--- src/rtl/pixy_bus_pkg.sv ---
// Shared types and memory-map constants for the Pixy-68000 bus cycle logic.
package pixy_bus_pkg;

  typedef enum logic [2:0] {
    IDLE,
    WAIT,
    ACK,
    HANG,
    ERR
  } bus_state_e;

  typedef enum logic [1:0] {
    REG_PROM,
    REG_SRAM,
    REG_NONE
  } region_e;

  localparam logic [3:0] PROM_NIBBLE = 4'h0;
  localparam logic [3:0] SRAM_NIBBLE = 4'h1;

endpackage

--- src/rtl/bus_region_decode.sv ---
// Memory map: A23..A20 and RW to region. PROM is read-only, so a
// PROM write decodes as unmapped.
module bus_region_decode
  import pixy_bus_pkg::*;
(
  input  logic [3:0] addr_nib,
  input  logic       rw,
  output region_e    region
);

  logic prom_hit;
  logic sram_hit;

  assign prom_hit = (addr_nib == PROM_NIBBLE) && rw;
  assign sram_hit = (addr_nib == SRAM_NIBBLE);

  always_comb begin
    region = REG_NONE;
    unique case (1'b1)
      prom_hit: region = REG_PROM;
      sram_hit: region = REG_SRAM;
      default:  region = REG_NONE;
    endcase
  end

endmodule

--- src/rtl/bus_cycle_controller.sv ---
// 68000 bus cycle sequencer: decode, wait states, DTACK, optional
// watchdog BERR (enabled by defining BUS_WATCHDOG_EN).
module bus_cycle_controller
  import pixy_bus_pkg::*;
#(
  parameter int PROM_WAIT  = 2,
  parameter int SRAM_WAIT  = 0,
  parameter int WDT_CYCLES = 64
) (
  input  logic        CPUCLK_IN,
  input  logic        RESET_IN,
  input  logic        AS_IN,
  input  logic        UDS_IN,
  input  logic        LDS_IN,
  input  logic        RW_IN,
  input  logic [23:0] ADDR_IN,
  output logic        PROMCS0,
  output logic        PROMCS1,
  output logic        SRAMCS0,
  output logic        SRAMCS1,
  output logic        OE,
  output logic        WE,
  output logic        DTACK,
  output logic        BERR
);

  bus_state_e state_q, state_d;
  region_e    region_q, region_d;
  region_e    region;
  region_e    sel_region;
  logic [3:0] cnt_q, cnt_d;
  logic [3:0] load_cnt;
  logic       cs0_q, cs0_d;
  logic       cs1_q, cs1_d;
  logic       oe_q, oe_d;
  logic       we_q, we_d;
  logic       dtack_q, dtack_d;
  logic       berr_q, berr_d;
  logic       wdt_hit;
  logic       unused_addr_lo;

  assign unused_addr_lo = ^ADDR_IN[19:0];

  bus_region_decode u_decode (
    .addr_nib (ADDR_IN[23:20]),
    .rw       (RW_IN),
    .region   (region)
  );

  assign load_cnt = (region == REG_PROM) ? 4'(PROM_WAIT)
                                         : 4'(SRAM_WAIT);

  // Strobe decode uses the fresh region on the accepting edge.
  assign sel_region = (state_q == IDLE) ? region : region_q;

`ifdef BUS_WATCHDOG_EN
  logic [7:0] wdt_q, wdt_d;

  always_comb begin
    wdt_d = wdt_q;
    if (state_q == IDLE) begin
      wdt_d = '0;
    end else if (AS_IN && (state_q == WAIT || state_q == HANG)) begin
      wdt_d = wdt_q + 8'd1;
    end
  end

  assign wdt_hit = AS_IN && ((wdt_q + 8'd1) == 8'(WDT_CYCLES));

  always_ff @(posedge CPUCLK_IN or posedge RESET_IN) begin
    if (RESET_IN) wdt_q <= '0;
    else          wdt_q <= wdt_d;
  end
`else
  logic [7:0] unused_wdt;
  assign unused_wdt = 8'(WDT_CYCLES);
  assign wdt_hit    = 1'b0;
`endif

  always_comb begin
    state_d  = state_q;
    region_d = region_q;
    cnt_d    = cnt_q;
    cs0_d    = 1'b0;
    cs1_d    = 1'b0;
    oe_d     = 1'b0;
    we_d     = 1'b0;
    dtack_d  = 1'b0;
    berr_d   = 1'b0;

    case (state_q)
      IDLE: begin
        if (AS_IN) begin
          region_d = region;
          cnt_d    = load_cnt;
          if (region == REG_NONE) begin
            state_d = HANG;
          end else begin
            state_d = WAIT;
            cs0_d   = UDS_IN;
            cs1_d   = LDS_IN;
            oe_d    = RW_IN;
            we_d    = ~RW_IN && (sel_region == REG_SRAM);
          end
        end
      end
      WAIT: begin
        if (!AS_IN) begin
          state_d = IDLE;
        end else if (cnt_q == 4'd0) begin
          state_d = ACK;
          dtack_d = 1'b1;
          cs0_d   = UDS_IN;
          cs1_d   = LDS_IN;
          oe_d    = RW_IN;
          we_d    = ~RW_IN && (sel_region == REG_SRAM);
        end else if (wdt_hit) begin
          state_d = ERR;
          berr_d  = 1'b1;
        end else begin
          cnt_d = cnt_q - 4'd1;
          cs0_d = UDS_IN;
          cs1_d = LDS_IN;
          oe_d  = RW_IN;
          we_d  = ~RW_IN && (sel_region == REG_SRAM);
        end
      end
      ACK: begin
        if (!AS_IN) begin
          state_d = IDLE;
        end else begin
          dtack_d = 1'b1;
          cs0_d   = UDS_IN;
          cs1_d   = LDS_IN;
          oe_d    = RW_IN;
          we_d    = ~RW_IN && (sel_region == REG_SRAM);
        end
      end
      HANG: begin
        if (!AS_IN) begin
          state_d = IDLE;
        end else if (wdt_hit) begin
          state_d = ERR;
          berr_d  = 1'b1;
        end
      end
      ERR: begin
        if (!AS_IN) state_d = IDLE;
        else        berr_d  = 1'b1;
      end
      default: state_d = IDLE;
    endcase

    if (state_d == IDLE) region_d = REG_NONE;
  end

  always_ff @(posedge CPUCLK_IN or posedge RESET_IN) begin
    if (RESET_IN) begin
      state_q  <= IDLE;
      region_q <= REG_NONE;
      cnt_q    <= '0;
      cs0_q    <= 1'b0;
      cs1_q    <= 1'b0;
      oe_q     <= 1'b0;
      we_q     <= 1'b0;
      dtack_q  <= 1'b0;
      berr_q   <= 1'b0;
    end else begin
      state_q  <= state_d;
      region_q <= region_d;
      cnt_q    <= cnt_d;
      cs0_q    <= cs0_d;
      cs1_q    <= cs1_d;
      oe_q     <= oe_d;
      we_q     <= we_d;
      dtack_q  <= dtack_d;
      berr_q   <= berr_d;
    end
  end

  assign PROMCS0 = cs0_q && (region_q == REG_PROM);
  assign PROMCS1 = cs1_q && (region_q == REG_PROM);
  assign SRAMCS0 = cs0_q && (region_q == REG_SRAM);
  assign SRAMCS1 = cs1_q && (region_q == REG_SRAM);
  assign OE      = oe_q;
  assign WE      = we_q;
  assign DTACK   = dtack_q;
  assign BERR    = berr_q;

endmodule

--- config.mk ---
export PLATFORM = sky130hd
export DESIGN_NAME = bus_cycle_controller
export DESIGN_NICKNAME = d
export VERILOG_FILES = /design/src/rtl/pixy_bus_pkg.sv /design/src/rtl/bus_region_decode.sv /design/src/rtl/bus_cycle_controller.sv
export SDC_FILE = /design/constraint.sdc
export NUM_CORES = 1
export LEC_CHECK = 0
export CORE_MARGIN = 8
export CORE_UTILIZATION = 43
export DETAILED_ROUTE_END_ITERATION = 7
export GPL_TIMING_DRIVEN = 0
export MAX_ROUTING_LAYER = met4
export PLACE_DENSITY = 0.83
export RECOVER_POWER = 25
export SLEW_MARGIN = 5
export SYNTH_ARGS = -nofsm -noshare
export SYNTH_HDL_FRONTEND = slang
export SYNTH_HIERARCHICAL = 1
export SYNTH_SLANG_ARGS = --single-unit
export TNS_END_PERCENT = 5
--- constraint.sdc ---
create_clock -name CPUCLK_IN -period 3.2 [get_ports CPUCLK_IN]
set_input_delay 0.48 -clock CPUCLK_IN [delete_from_list [all_inputs] [get_ports CPUCLK_IN]]
set_output_delay 0.48 -clock CPUCLK_IN [all_outputs]
set_load 0.03 [all_outputs]
* After elaboration in Yosys (flattened, before gate mapping)
Cells that the tools add are included.
Storage, ports and cells: input port bits 30, bits in registers 15, bits in read-only memories 0, RAM bits 0, bits in latches 0, logic and storage cells 78, memories 0
Operators by class: div/mod/pow operators 0, reduce and logical (&&, ||, !) cells 19, bitwise logic cells 1, magnitude comparators 0, eq/ne operators 11, muxes and demuxes 37, $mul 0, shifts and indexed selects 0, add/sub/neg operators 1
Operator list (number):
- 1-bit 2-to-1 mux | 16
- 2-bit 2-to-1 mux | 6
- 3-bit 2-to-1 mux | 4
- 4-bit 2-to-1 mux | 3
- 1-bit case mux with 2 select lines | 5
- 3-bit case mux with 3 select lines | 1
- 4-bit logical NOT | 2
- 4-bit case mux with 2 select lines | 1
- 3-bit by 2-bit equality test with 1-bit output (second input constant) | 2
- 1-bit logical AND | 6
- 3-bit logical NOT | 2
- 2-bit != test (second input constant) | 3
- 2-bit nonzero test | 3
- 2-bit by 1-bit equality test with 1-bit output (second input constant) | 2
- 4-bit by 1-bit equality test with 1-bit output (second input constant) | 1
- 2-bit logical NOT | 2
- 2-bit case mux with 2 select lines | 1
- 4-bit AND reduction | 1
- 4-bit by 1-bit subtractor with 4-bit output (second input constant) | 1
- 3-bit by 1-bit equality test with 1-bit output (second input constant) | 1
- 3-bit equality test (second input constant) | 1
- 3-bit OR reduction | 1
- 2-bit equality test (second input constant) | 1
- 2-bit AND reduction | 1
- other kinds (2) | 2

* Longest topological paths before layout
depth after elaboration 10, gate-level depth with buffers 5, depth with buffers taken out 5

* By module
Netlist, hierarchy kept.
Modules (own cells, without submodules):
- bus_cycle_controller | instances 1, cells an instance 77, area an instance 789.5 µm²
- bus_region_decode | instances 1, cells an instance 3, area an instance 21.3 µm²

* Worst setup path before layout
No wires, ideal clock.
path type reg-to-output, start reg region_q[0], end out PROMCS0, setup slack 1.580 ns, arrival 1.140 ns, path buffers 0, data required time 2.720 ns, stages on the path, launching flop included 2, cell sequence dfrtp_1 nor3b_1
Between the ends: longest elaborated chain between the ends 2
RTL lines:
- start: declaration | line bus_cycle_controller.sv:28 | region_e region_q, region_d;
- start signal: assignment | line bus_cycle_controller.sv:170 | region_q <= region_d;
- 2-bit logical NOT | line bus_cycle_controller.sv:181 | assign PROMCS0 = cs0_q && (region_q == REG_PROM);
- 1-bit logical AND | line bus_cycle_controller.sv:181
- end: declaration | line bus_cycle_controller.sv:17 | output logic PROMCS0,
Every way passes these cells.

* Final worst setup path
start reg region_q[0], end out SRAMCS0
Between the ends: longest elaborated chain between the ends 2
RTL lines:
- 2-bit by 1-bit equality test with 1-bit output | line bus_cycle_controller.sv:183 | assign SRAMCS0 = cs0_q && (region_q == REG_SRAM);
- 1-bit logical AND | line bus_cycle_controller.sv:183
- end: declaration | line bus_cycle_controller.sv:19 | output logic SRAMCS0,
Every way passes these cells.

==> results.md <==
* Outcome: finished clean
* Final hold violations at 0
* Reported leakage power at 0.427 nW
* Met2 WL post-DR at ~760 um
* Number of max-cap violations at 0
* Via Count at between 600 and 700
* Cell area after synthesis at between 800 and 900 um2
* Std-Cell Rows at 15
* Sequential share of the synthesized area at 46.5%
* Number of search-and-repair iterations in the first detailed-routing pass at 4
* Total routed wirelength at approximately 1600 um
* Top_reg_cell synth: sky130_fd_sc_hd__dfrtp_1
* Clock Skews at roughly 0.0012 ns
* Port Buffers at 17
* Layout overhead on the synthesized area at 28.1%
* Critical path's top delay family: buffers and inverters
* Wire length of the first global-routing pass at 2700 um
* Ant. Diodes at 0
* Top-level I/O count at 38
* Maximum number of pins on one net before global-route repair at 16
* Setup crit end kind: primary output
* Iteration-0 DRC Markers at 29
* Achievable Freq at about 440 MHz
* Setup_tns at 0 ns
* Total nets after synthesis at 112
* Number of synthesis warnings at 6
* Cell area reported after detailed placement at 1010 um2
* Worst slew margin relative to its limit at between 60% and 70%
* Synth Register Bits at 15
* Count of buffering cells on the critical path with inverters included at 1
* Async set or reset register ratio after synthesis at 100%
* Syn_area_per_cell at slightly above 10 um2
* Total non-filler cell area in the finished layout at between 1000 and 1500 um2
* Power per unit of standard cell area at 571 nW/um2
* Horizontal extent of the die at between 50 and 60 um
* Clock latency at the later pin of the worst-skew pair at roughly 0.28 ns
* Number of instances in the synthesized netlist at 80
* Total DRC errors in the routed layout at 0
* Number of fill cells in the layout at 150
* Post-CTS Setup Repair Bufs at 0
* Cts hold-fix bufs at 0
* Series of cell instances along the critical path: nor2b_1 > and2_1 > clkdlybuf4s50_1
* Startpoint-to-endpoint class of the critical path: register to primary output
* Clock Root Buffer: sky130_fd_sc_hd__clkbuf_4
* Final-report setup violation count at 0
* Clock Sink Count at 15
* Slew Viols, Final at 0
* Number of nets at the end of the flow at about 130
* Core Footprint at ~1700 um2
* Minimum clock period after layout at ~2.3 ns
* Met3 WL post-DR at between 70 and 80 um
* Slowest stage cell, crit path: sky130_fd_sc_hd__clkdlybuf4s50_1
* Aggregate global routing overflow at 0
* Met1 wire length at around 750 um
* Gr usage total at 10.2%
* Remaining number of nets flagged by the antenna check after routing at 0
* Post-CTS resize count at 0
* CTS H-Tree Depth at 1
* Required time at the worst-slack endpoint at between 2 and 3 ns
* Vias per Instance at between 5 and 6
* Die Area at around 3500 um2
* Unrepaired setup endpoints after global routing: no
* Transition at the pin with the smallest max-transition slack at between 0.5 and 0.6 ns
* Crit Path Max Fanout at 5
* Uppermost routed layer: met4
* Endpoint arrival time on the critical path at 1.78 ns
* Number of synthesized flops with an enable pin at 0
* Maximum number of buffers from clock root to sink at 2
* Placed wire-length estimate after detailed placement at around 1200 um
* CTS tree: done
* VDD IR-drop max at roughly 310 uV
* Average wire length per cell after detail routing at ~13 um
* Initial cell density of the core at 46.5%
* Number of antenna violations at the first check in global routing at 0
* Startpoint types: register
* Fraction of final layout cells sized beyond drive strength 1 at about 14%
* Total CTS buffers at 3
* Clock edge transition at the registers on the reported setup and hold paths at around 0.090 ns
* Die Y-Extent at just under 60 um
* Worst Hold Class: register to register
* Gp weighted congestion at approximately 0.78
* Ratio of final minimum period to clock period at a little over two thirds
* Number of distinct library cells after synthesis at 30
* Number of global-route vias before repair at around 600
* Maximum single-stage delay on the critical path at 0.67 ns
==> sequential cells by signal, indices dropped and copies added, names as in the netlist <==
register / count
BERR: 1
DTACK: 1
OE: 1
WE: 1
cnt_q: 4
cs0_q: 1
cs1_q: 1
region_q: 2
state_q: 3
==> cells by family after synthesis <==
logic type / share of synthesized area [%]
adders and majority gates: 3.09
muxes: 5.09
DFF: 46.5
buffers and inverters: 4.01
AOI/OAI and AO/OA: 11.4
and+or+nand+nor: 29.9
==> per-stage QoR <==
step / util, % / worst slack (ns) / power (mW) / hold slack (ns) / cells
detailed placement: 58.0 / 1.05 / 0.490 / 0.501 / 122
CTS: 59.5 / 0.942 / 0.600 / 0.520 / 126
global route: 59.5 / 0.865 / 0.645 / 0.561 / 126
finish: 59.5 / 0.942 / 0.592 / 0.522 / 126
floorplan: - / 1.58 / 0.427 / 0.381 / 80
global placement: 58.0 / 1.08 / 0.479 / 0.496 / 122
==> area by class of cell <==
cell class                      count  area (um2)  area share (%)
Tap cell                           25        31.3            3.01
Timing Repair Buffer               17         170            16.4
Clock buffer                        4        26.3            2.53
Inverter                            5        18.8            1.81
Multi-Input combinational cell     57         402            38.7
Buffer                              3        13.8            1.33
Sequential cell                    15         377            36.3
==> where the power goes <==
| part | total, mW | leakage, nW | switching [mW] | internal (mW) |
|---|---|---|---|---|
| registers | 0.255 | 0.198 | 0.0283 | 0.226 |
| clock network | 0.107 | 0.0150 | 0.0585 | 0.0483 |
| logic | 0.231 | 0.214 | 0.126 | 0.105 |
==> cells in the final DEF (no fill, tap or decap), types with 3 or more instances in the layout <==
master,n
sky130_fd_sc_hd__nor3b_1,6
sky130_fd_sc_hd__dfrtp_1,14
sky130_fd_sc_hd__nor3_1,3
sky130_fd_sc_hd__and2_1,6
sky130_fd_sc_hd__clkdlybuf4s50_1,16
sky130_fd_sc_hd__nor2_1,4
sky130_fd_sc_hd__nor2b_1,7
sky130_fd_sc_hd__inv_1,4
sky130_fd_sc_hd__clkbuf_4,3
sky130_fd_sc_hd__o21ai_0,3
sky130_fd_sc_hd__mux2i_1,3
sky130_fd_sc_hd__nand2_1,3
==> layer usage <==
metal  global-route usage (%)  vias to the layer above
li1                         -                      323
met1                     12.5                      291
met2                     14.8                       22
met3                     1.52                        4
met4                     7.17                        0
met5                        -                        -
==> path summary, 6_finish.rpt <==
check                      slack, ns  cells past startpoint     endpoint   startpoint
max                             0.94                      3      SRAMCS0  region_q[0]
min                             0.52                      1     cnt_q[2]     cnt_q[2]
max reg2reg                     1.62                      5     cnt_q[2]     cnt_q[0]
min reg2reg                     0.52                      1     cnt_q[2]     cnt_q[2]
max in group asynchronous       2.15                      2  region_q[1]     RESET_IN
min in group asynchronous       0.68                      2     cnt_q[3]     RESET_IN
==> cell usage after synthesis (3+ instances only) <==
cell	number	area, um2
sky130_fd_sc_hd__nor2b_1	7	43.8
sky130_fd_sc_hd__dfrtp_1	14	350
sky130_fd_sc_hd__inv_1	4	15.0
sky130_fd_sc_hd__o21ai_0	3	15.0
sky130_fd_sc_hd__mux2i_1	3	30.0
sky130_fd_sc_hd__nor2_1	4	15.0
sky130_fd_sc_hd__nor3b_1	6	45.0
sky130_fd_sc_hd__and2_1	6	37.5
sky130_fd_sc_hd__nor3_1	3	15.0
sky130_fd_sc_hd__nand2_1	3	11.3
No activity file was read; power rests on OpenSTA's default activity.
